--- config.mk ---
export PLATFORM = sky130hd
export DESIGN_NAME = halt_monitor
export DESIGN_NICKNAME = d
export VERILOG_FILES = /design/src/rtl/halt_monitor_pkg.sv /design/src/rtl/sat_counter.sv /design/src/rtl/halt_monitor.sv
export SDC_FILE = /design/constraint.sdc
export NUM_CORES = 1
export LEC_CHECK = 0
export CORE_UTILIZATION = 29
export DETAILED_ROUTE_END_ITERATION = 8
export DONT_BUFFER_PORTS = 1
export GPL_ROUTABILITY_DRIVEN = 0
export GPL_TIMING_DRIVEN = 0
export REMOVE_ABC_BUFFERS = 1
export SLEW_MARGIN = 20
export SYNTH_ARGS = -nofsm -noshare
export SYNTH_HDL_FRONTEND = slang
export SYNTH_SLANG_ARGS = --single-unit
--- constraint.sdc ---
create_clock -name clk -period 3.3 [get_ports clk]
set_clock_uncertainty 0.1 [all_clocks]
set_input_delay 0.33 -clock clk [delete_from_list [all_inputs] [get_ports clk]]
set_output_delay 0.33 -clock clk [all_outputs]
set_load 0.02 [all_outputs]
--- src/rtl/halt_monitor_pkg.sv ---
// Shared types and instruction constants for the halt monitor.
package halt_monitor_pkg;

  typedef enum logic [1:0] {
    IDLE   = 2'd0,
    RUN    = 2'd1,
    HALTED = 2'd2
  } hm_state_t;

  localparam logic [31:0] RV_JAL_SELF = 32'h0000006F;
  localparam logic [31:0] RV_BUBBLE   = 32'h00000000;

endpackage

--- src/rtl/sat_counter.sv ---
// Saturating up-counter with synchronous clear; sat flags that the next value is all-ones.
module sat_counter #(
  parameter int W = 32
) (
  input  logic         clk,
  input  logic         rst,
  input  logic         clr,
  input  logic         inc,
  output logic [W-1:0] q,
  output logic         sat
);

  logic [W-1:0] cnt_q, cnt_d;

  always_comb begin
    cnt_d = cnt_q;
    if (clr) begin
      cnt_d = '0;
    end else if (inc && !(&cnt_q)) begin
      cnt_d = cnt_q + 1'b1;
    end
  end

  always_ff @(posedge clk or negedge rst) begin
    if (!rst) begin
      cnt_q <= '0;
    end else begin
      cnt_q <= cnt_d;
    end
  end

  assign q   = cnt_q;
  // Reported against the next value so overflow rises on the saturating edge.
  assign sat = &cnt_d;

endmodule

--- src/rtl/halt_monitor.sv ---
// Run-cycle / retirement accounting and program-end (jal x0,0 over a bubble) detection.
// Optional stall counter enabled by defining HALT_MONITOR_STALL_CNT_EN.
module halt_monitor
  import halt_monitor_pkg::*;
#(
  parameter int          CNT_W        = 32,
  parameter int          HALT_CONFIRM = 2,
  parameter logic [31:0] HALT_INSTR   = RV_JAL_SELF,
  parameter logic [31:0] BUBBLE_INSTR = RV_BUBBLE
) (
  input  logic             clk,
  input  logic             rst,
  input  logic             clear,
  input  logic             fetch_valid,
  input  logic [31:0]      fetch_instr,
  input  logic [31:0]      decode_instr,
  input  logic             retire_valid,
  input  logic             stall,
  output logic             halted,
  output logic             halt_pulse,
  output logic [CNT_W-1:0] cycles,
  output logic [CNT_W-1:0] retired,
`ifdef HALT_MONITOR_STALL_CNT_EN
  output logic [CNT_W-1:0] stall_cycles,
`endif
  output logic             overflow
);

  localparam int                CONF_W    = $clog2(HALT_CONFIRM + 1);
  localparam logic [CONF_W-1:0] CONF_LAST = CONF_W'(HALT_CONFIRM);

  hm_state_t         state_q, state_d;
  logic [CONF_W-1:0] confirm_q, confirm_d;
  logic              halted_q, halted_d;
  logic              pulse_q, pulse_d;
  logic              ovf_q, ovf_d;
  logic              match, count_edge;
  logic              cyc_sat, ret_sat, stl_sat;

  assign match = fetch_valid && (fetch_instr == HALT_INSTR) && (decode_instr == BUBBLE_INSTR);

  // The IDLE->RUN edge is itself a counted run cycle.
  assign count_edge = (state_q == RUN) || ((state_q == IDLE) && fetch_valid);

  always_comb begin
    state_d   = state_q;
    confirm_d = confirm_q;
    pulse_d   = 1'b0;
    if (clear) begin
      state_d   = IDLE;
      confirm_d = '0;
    end else begin
      case (state_q)
        IDLE: begin
          confirm_d = '0;
          if (fetch_valid) state_d = RUN;
        end
        RUN: begin
          if (!match) begin
            confirm_d = '0;
          end else if (confirm_q + 1'b1 == CONF_LAST) begin
            state_d   = HALTED;
            confirm_d = '0;
            pulse_d   = 1'b1;
          end else begin
            confirm_d = confirm_q + 1'b1;
          end
        end
        HALTED:  confirm_d = '0;
        default: begin
          state_d   = IDLE;
          confirm_d = '0;
        end
      endcase
    end
    halted_d = (state_d == HALTED);
  end

  always_ff @(posedge clk or negedge rst) begin
    if (!rst) begin
      state_q   <= IDLE;
      confirm_q <= '0;
      halted_q  <= 1'b0;
      pulse_q   <= 1'b0;
      ovf_q     <= 1'b0;
    end else begin
      state_q   <= state_d;
      confirm_q <= confirm_d;
      halted_q  <= halted_d;
      pulse_q   <= pulse_d;
      ovf_q     <= ovf_d;
    end
  end

  sat_counter #(.W(CNT_W)) u_cycles (
    .clk (clk),
    .rst (rst),
    .clr (clear),
    .inc (count_edge),
    .q   (cycles),
    .sat (cyc_sat)
  );

  sat_counter #(.W(CNT_W)) u_retired (
    .clk (clk),
    .rst (rst),
    .clr (clear),
    .inc (count_edge && retire_valid),
    .q   (retired),
    .sat (ret_sat)
  );

`ifdef HALT_MONITOR_STALL_CNT_EN
  sat_counter #(.W(CNT_W)) u_stall (
    .clk (clk),
    .rst (rst),
    .clr (clear),
    .inc ((state_q == RUN) && stall),
    .q   (stall_cycles),
    .sat (stl_sat)
  );
`else
  logic unused_stall;
  assign unused_stall = stall;
  assign stl_sat      = 1'b0;
`endif

  assign ovf_d = clear ? 1'b0 : (ovf_q | cyc_sat | ret_sat | stl_sat);

  assign halted     = halted_q;
  assign halt_pulse = pulse_q;
  assign overflow   = ovf_q;

endmodule
==> After elaboration in Yosys (flattened, before gate mapping) <==
Index checks and enable logic that the tools add are counted.
{ "classes": {"add_sub_neg": 3, "n_eq_ne": 5, "muxes": 18, "bitwise_logic": 2, "n_reduce_logical": 15} }
{ "op_table": {"columns": ["operator", "n"], "rows": [
  ["$mux W32", 4],
  ["$reduce_and A32 Y1", 4],
  ["$add A32 B1 Y32 const B", 2],
  ["$eq A32 B7 Y1 const B", 1],
  ["$logic_not A32 Y1", 1],
  ["$mux W2", 8],
  ["$eq A2 B2 Y1 const B", 3],
  ["$logic_and A1 B1 Y1", 6],
  ["$pmux W2 S3", 1],
  ["$mux W1", 5],
  ["$add A2 B1 Y2 const B", 1],
  ["$eq A2 B1 Y1 const B", 1],
  ["$logic_not A1 Y1", 2],
  ["$logic_not A2 Y1", 1],
  ["$or A1 B1 Y1", 2],
  ["$logic_or A1 B1 Y1", 1]
]} }
{ "word_totals": {"register_bits": 71, "input_bits": 70, "output_inout_bits": 67, "elab_cells": 50} }

==> Longest topological paths before layout <==
{ "logic_depth": {"ltp_word": 10, "mapped_depth": 12, "mapped_depth_nobuf": 9} }

==> Modules after synthesis <==
Synthesis repeated with hierarchy kept, for this count alone.
{ "unflattened": {"cells_unflattened": 493, "area_unflattened_um2": 4453.0} }
{ "modules_own_cells": {"columns": ["module", "n_inst", "cells_each", "area_per_inst_um2", "seq_area_each_um2"], "rows": [
  ["sat_counter at u_retired", 1, 229, 2094.5, 800.8],
  ["sat_counter at u_cycles", 1, 216, 1905.6, 800.8],
  ["halt_monitor", 1, 48, 452.9, 175.2]
]} }

==> Worst setup path before layout <==
No wires, ideal clock.
{ "synth_path": {"path_kind": "register to register", "from": "reg u_retired.cnt_q[8] (netlist: u_retired.q[8])", "to": "reg ovf_q (netlist: overflow)", "setup_ns": 0.066, "t_arrival_ns": 2.998, "required_ns": 3.134, "path_slack_ns": 0.136, "path_stages_with_launch": 10, "n_path_buf": 1, "period_less_slack_ns": 3.164, "path_cell_list": "dfrtp_1 -> buf_4 -> and4_1 -> nand3_1 -> a2111o_2 -> or4_1 -> xnor2_1 -> or4b_1 -> o41ai_1 -> a31o_1"} }
{ "synth_between": {"elab_chain_cells": 8, "elab_cells_between_ends": 9, "classes_between": "add/sub: 1; mux: 3; bitwise: 1; reduce/logical: 4"} }
{ "synth_lines": {"columns": ["item", "line", "source"], "rows": [
  ["start, declared", "sat_counter.sv:13", "logic [W-1:0] cnt_q, cnt_d;"],
  ["start signal, assigned", "sat_counter.sv:28", "cnt_q <= cnt_d;"],
  ["parallel branches: the longest is 3 deep, another holds $add A32 B1 Y32", null, null],
  ["$mux W32 *", "sat_counter.sv:19", "end else if (inc && !(&cnt_q)) begin"],
  ["$mux W32 *", "sat_counter.sv:17", "if (clr) begin"],
  ["$reduce_and A32 Y1 *", "sat_counter.sv:34", "assign sat = &cnt_d;"],
  ["$or A1 B1 Y1 *", "halt_monitor.sv:128", "assign ovf_d = clear ? 1'b0 : (ovf_q | cyc_sat | ret_sat | stl_sat);"],
  ["$mux W1 *", "halt_monitor.sv:128", null],
  ["net ovf_d", "halt_monitor.sv:36", "logic ovf_q, ovf_d;"],
  ["end signal, assigned", "halt_monitor.sv:91", "ovf_q <= ovf_d;"],
  ["end, declared", "halt_monitor.sv:36", null]
]} }
Mark *: on every way through the listed nets, which the timed path passes.

==> Worst setup path after layout <==
{ "layout_path": {"from": "reg u_retired.cnt_q[0] (netlist: u_retired.q[0])", "to": "reg ovf_q (netlist: overflow)"} }
Same word-level chain as after synthesis.

==> flow_summary.toml <==
[sta]
finalSetupViolCount = 0
fmax_mhz = 311.5
tns_ns = 0
fin_crit_ns = 3.210
relSlewSlack_pct = 63.15
fin_crit_sh_pct = 97.27
finalHoldViolations = 0
slew_violations = 0
worst_pin_slew_ns = 0.5517

[worst_setup_path]
path_max_fanout = 8
crit_type = "flip-flop to flip-flop"
arrival_ns = 3.39
startpoint_type = "flip-flop"
crit_path_end_kind = "flip-flop"
critPathRequiredTime_ns = 3.48
reg2reg_slack_ns = 0.09

[cells_and_area]
final_common_cell = "nor2_1"
final_area_um2 = 5197
utilization_pct = 34.32
most-common-layout-cells = "nor2_1 (53), dfrtp_1 (47), nand2_1 (32), nand4_1 (29), nand3_1 (28)"
nNetsFinal = 574
n_antenna_cell = 0
area_delta_synth_final_pct = 16.23
final_layout_size_suffix_gt1_share_pct = 18.34

[logic_synthesis]
synth_seq_cells = 71
yosysWarningCount = 0
synth_ff_type = "dfrtp_1"
yosysUniqueCellTypes = 70
ys_top_cells_by_area = "dfrtp_1 (40%), nor2_1 (4.4%), nand4_1 (4.1%)"
synth-edff-count = 0
synth_top_area_cell = "dfrtp_1"
netlist_instances = 495
synth_seq_area_share_pct = 39.73
synthArstFlopShare_pct = 100.0
avgSynthCellArea_um2 = 9.034
synth.top_cell.area_share_pct = 39.73
synth.cell_area_um2 = 4472

[power]
combinationalPowerShare_pct = 5.0
finalPower_uw = 2068
internal_power_uw = 1595
p_switching_uw = 472.6
p_seq_share_pct = 43.6
pwr-share-clk_pct = 51.4
ir_drop_uv = 232.2
p_leak_uw = 0.001845
swShare_pct = 22.85
pwr_density_cell_nw_per_um2 = 397.9

[grt]
antenna_found_initial = 0
grt_first_pass_wirelength_um = 21760
track_usage_pct = 17.58
grt_pass1_vias = 3953
grt_max_degree = 72
overflow = 0

[die]
die_w_um = 126.2
start_util_pct = 29.52
rows = 45
core_um2 = 15150
num_io_pins = 137
die_area_um2 = 15920
die_y_um = 126.2

[routing]
ant_nets = 0
top_layer = "met4"
routed_via_density = 5.843
drt_wl_total_um = 13840
drt_iter0_markers = 345
drtPass1Iterations = 5
dr_total_vias = 4061
dr_wl_met2_um = 6806
avgRoutedWirePerCell_um = 19.92
route.detailed.drc = 0
routed-wl-met3_um = 938
wl_met1_um = 5911

[clock_network]
htreeDepth = 3
cts_buffer_depth = 2
cts_buffers = 9
cts.clk_slew.worst_paths_ns = 0.06
worstSkewPairLatency_ns = 0.34
root_buffer = "clkbuf_16"
cts_tree = "done"
numClockSinks = 71

[placement]
dpl-instance-area_um2 = 4587
hpwl_um = 9427
port_buffers = 0

[flow_run]
cap_violations = 0

[hold_path]
hp-class = "primary input to flip-flop"

[status]
status = "finished, final reports clean"
## path summary, 6_finish.rpt
| kind | start | to | cells after the start |
|---|---|---|---|
| setup / recovery | u_retired.q[0] | overflow | 9 |
| hold / removal | clear | u_cycles.q[31] | 1 |
| setup reg to reg | u_retired.q[0] | overflow | 9 |
| hold reg to reg | confirm_q[0] | confirm_q[0] | 1 |
| max in group asynchronous | rst | u_cycles.q[0] | 2 |
| min in group asynchronous | rst | u_retired.q[8] | 2 |
## per-stage QoR
stage	hold WS, ns	std cells	setup slack, ns
2_1_floorplan	-0.06559	476	0.1437
3_3_place_gp	-0.06375	664	-0.3833
3_5_place_dp	-0.06393	664	-0.3965
4_1_cts	0.05444	690	0.004276
5_1_grt	0.06128	695	-0.01578
6_report	0.06770	695	0.09020
## what timing repair did
action	in CTS	in global routing
pin swaps	4	4
setup endpoints to repair	1	1
endpoints found under the hold margin	135	0
resized for setup	29	16
hold buffers	4	0
setup buffers	6	5
## power groups by stage
stage          clock [uW]  combinational, uW  sequential (uW)
6_report             1060                104              901
5_1_grt              1120                115              903
4_1_cts              1080                104              900
3_5_place_dp            0               54.4              915
3_3_place_gp            0               52.3              915
2_1_floorplan           0               43.7              910
## state kept, by name, indices dropped and copies added, names as in the netlist
signal and flops:
u_cycles.q 32, halt_pulse 1, halted 1, state_q 2, overflow 1, u_retired.q 32, confirm_q 2
## cells by family after synthesis
group           share of synthesized area [%]
simple gates                            35.65
xor+xnor                                7.247
mux                                     1.175
compound gates                          12.12
flops                                   39.73
buf+inv                                 3.525
fa+ha+maj                              0.5595
## per-layer routing
layer / GRT usage, % / up-vias
met3: 5.692 / 20
met4: 4.961 / 0
met5: 0 / -
met2: 29.25 / 140
met1: 21.72 / 2030
li1: - / 1871
## critical path, stage by stage, from the launching register on
cell      delay, ns
dfrtp_2        0.51
ha_4           0.22
nand3_2        0.11
nor3_2         0.08
a2111o_2       0.50
or4_4          0.44
xnor2_2        0.17
or4b_4         0.54
o41ai_4        0.32
a31o_1         0.14
## synthesized netlist by cell type (6+ instances only)
cell type / count
nand3b_1: 6
or4_1: 6
nor4_1: 20
xnor2_1: 20
o21ai_0: 20
nand4_1: 29
a21oi_1: 26
nor4b_1: 7
nand2_1: 33
nor2_1: 53
clkbuf_1: 7
dfrtp_1: 71
nor3_1: 13
xor2_1: 17
nand3_1: 30
or3_1: 16
and4_1: 9
and3_1: 11
inv_1: 10
and2_1: 6
## final cells by class
cell class	instances	area (um^2)
Fill cell	1554	9948
Multi-Input combinational cell	395	2645
Sequential cell	71	1807
Clock buffer	10	239.0
Tap cell	188	235.2
Timing Repair Buffer	15	150.1
Clock inverter	6	83.83
Inverter	10	37.54
Power figures use the tool's default switching activity.
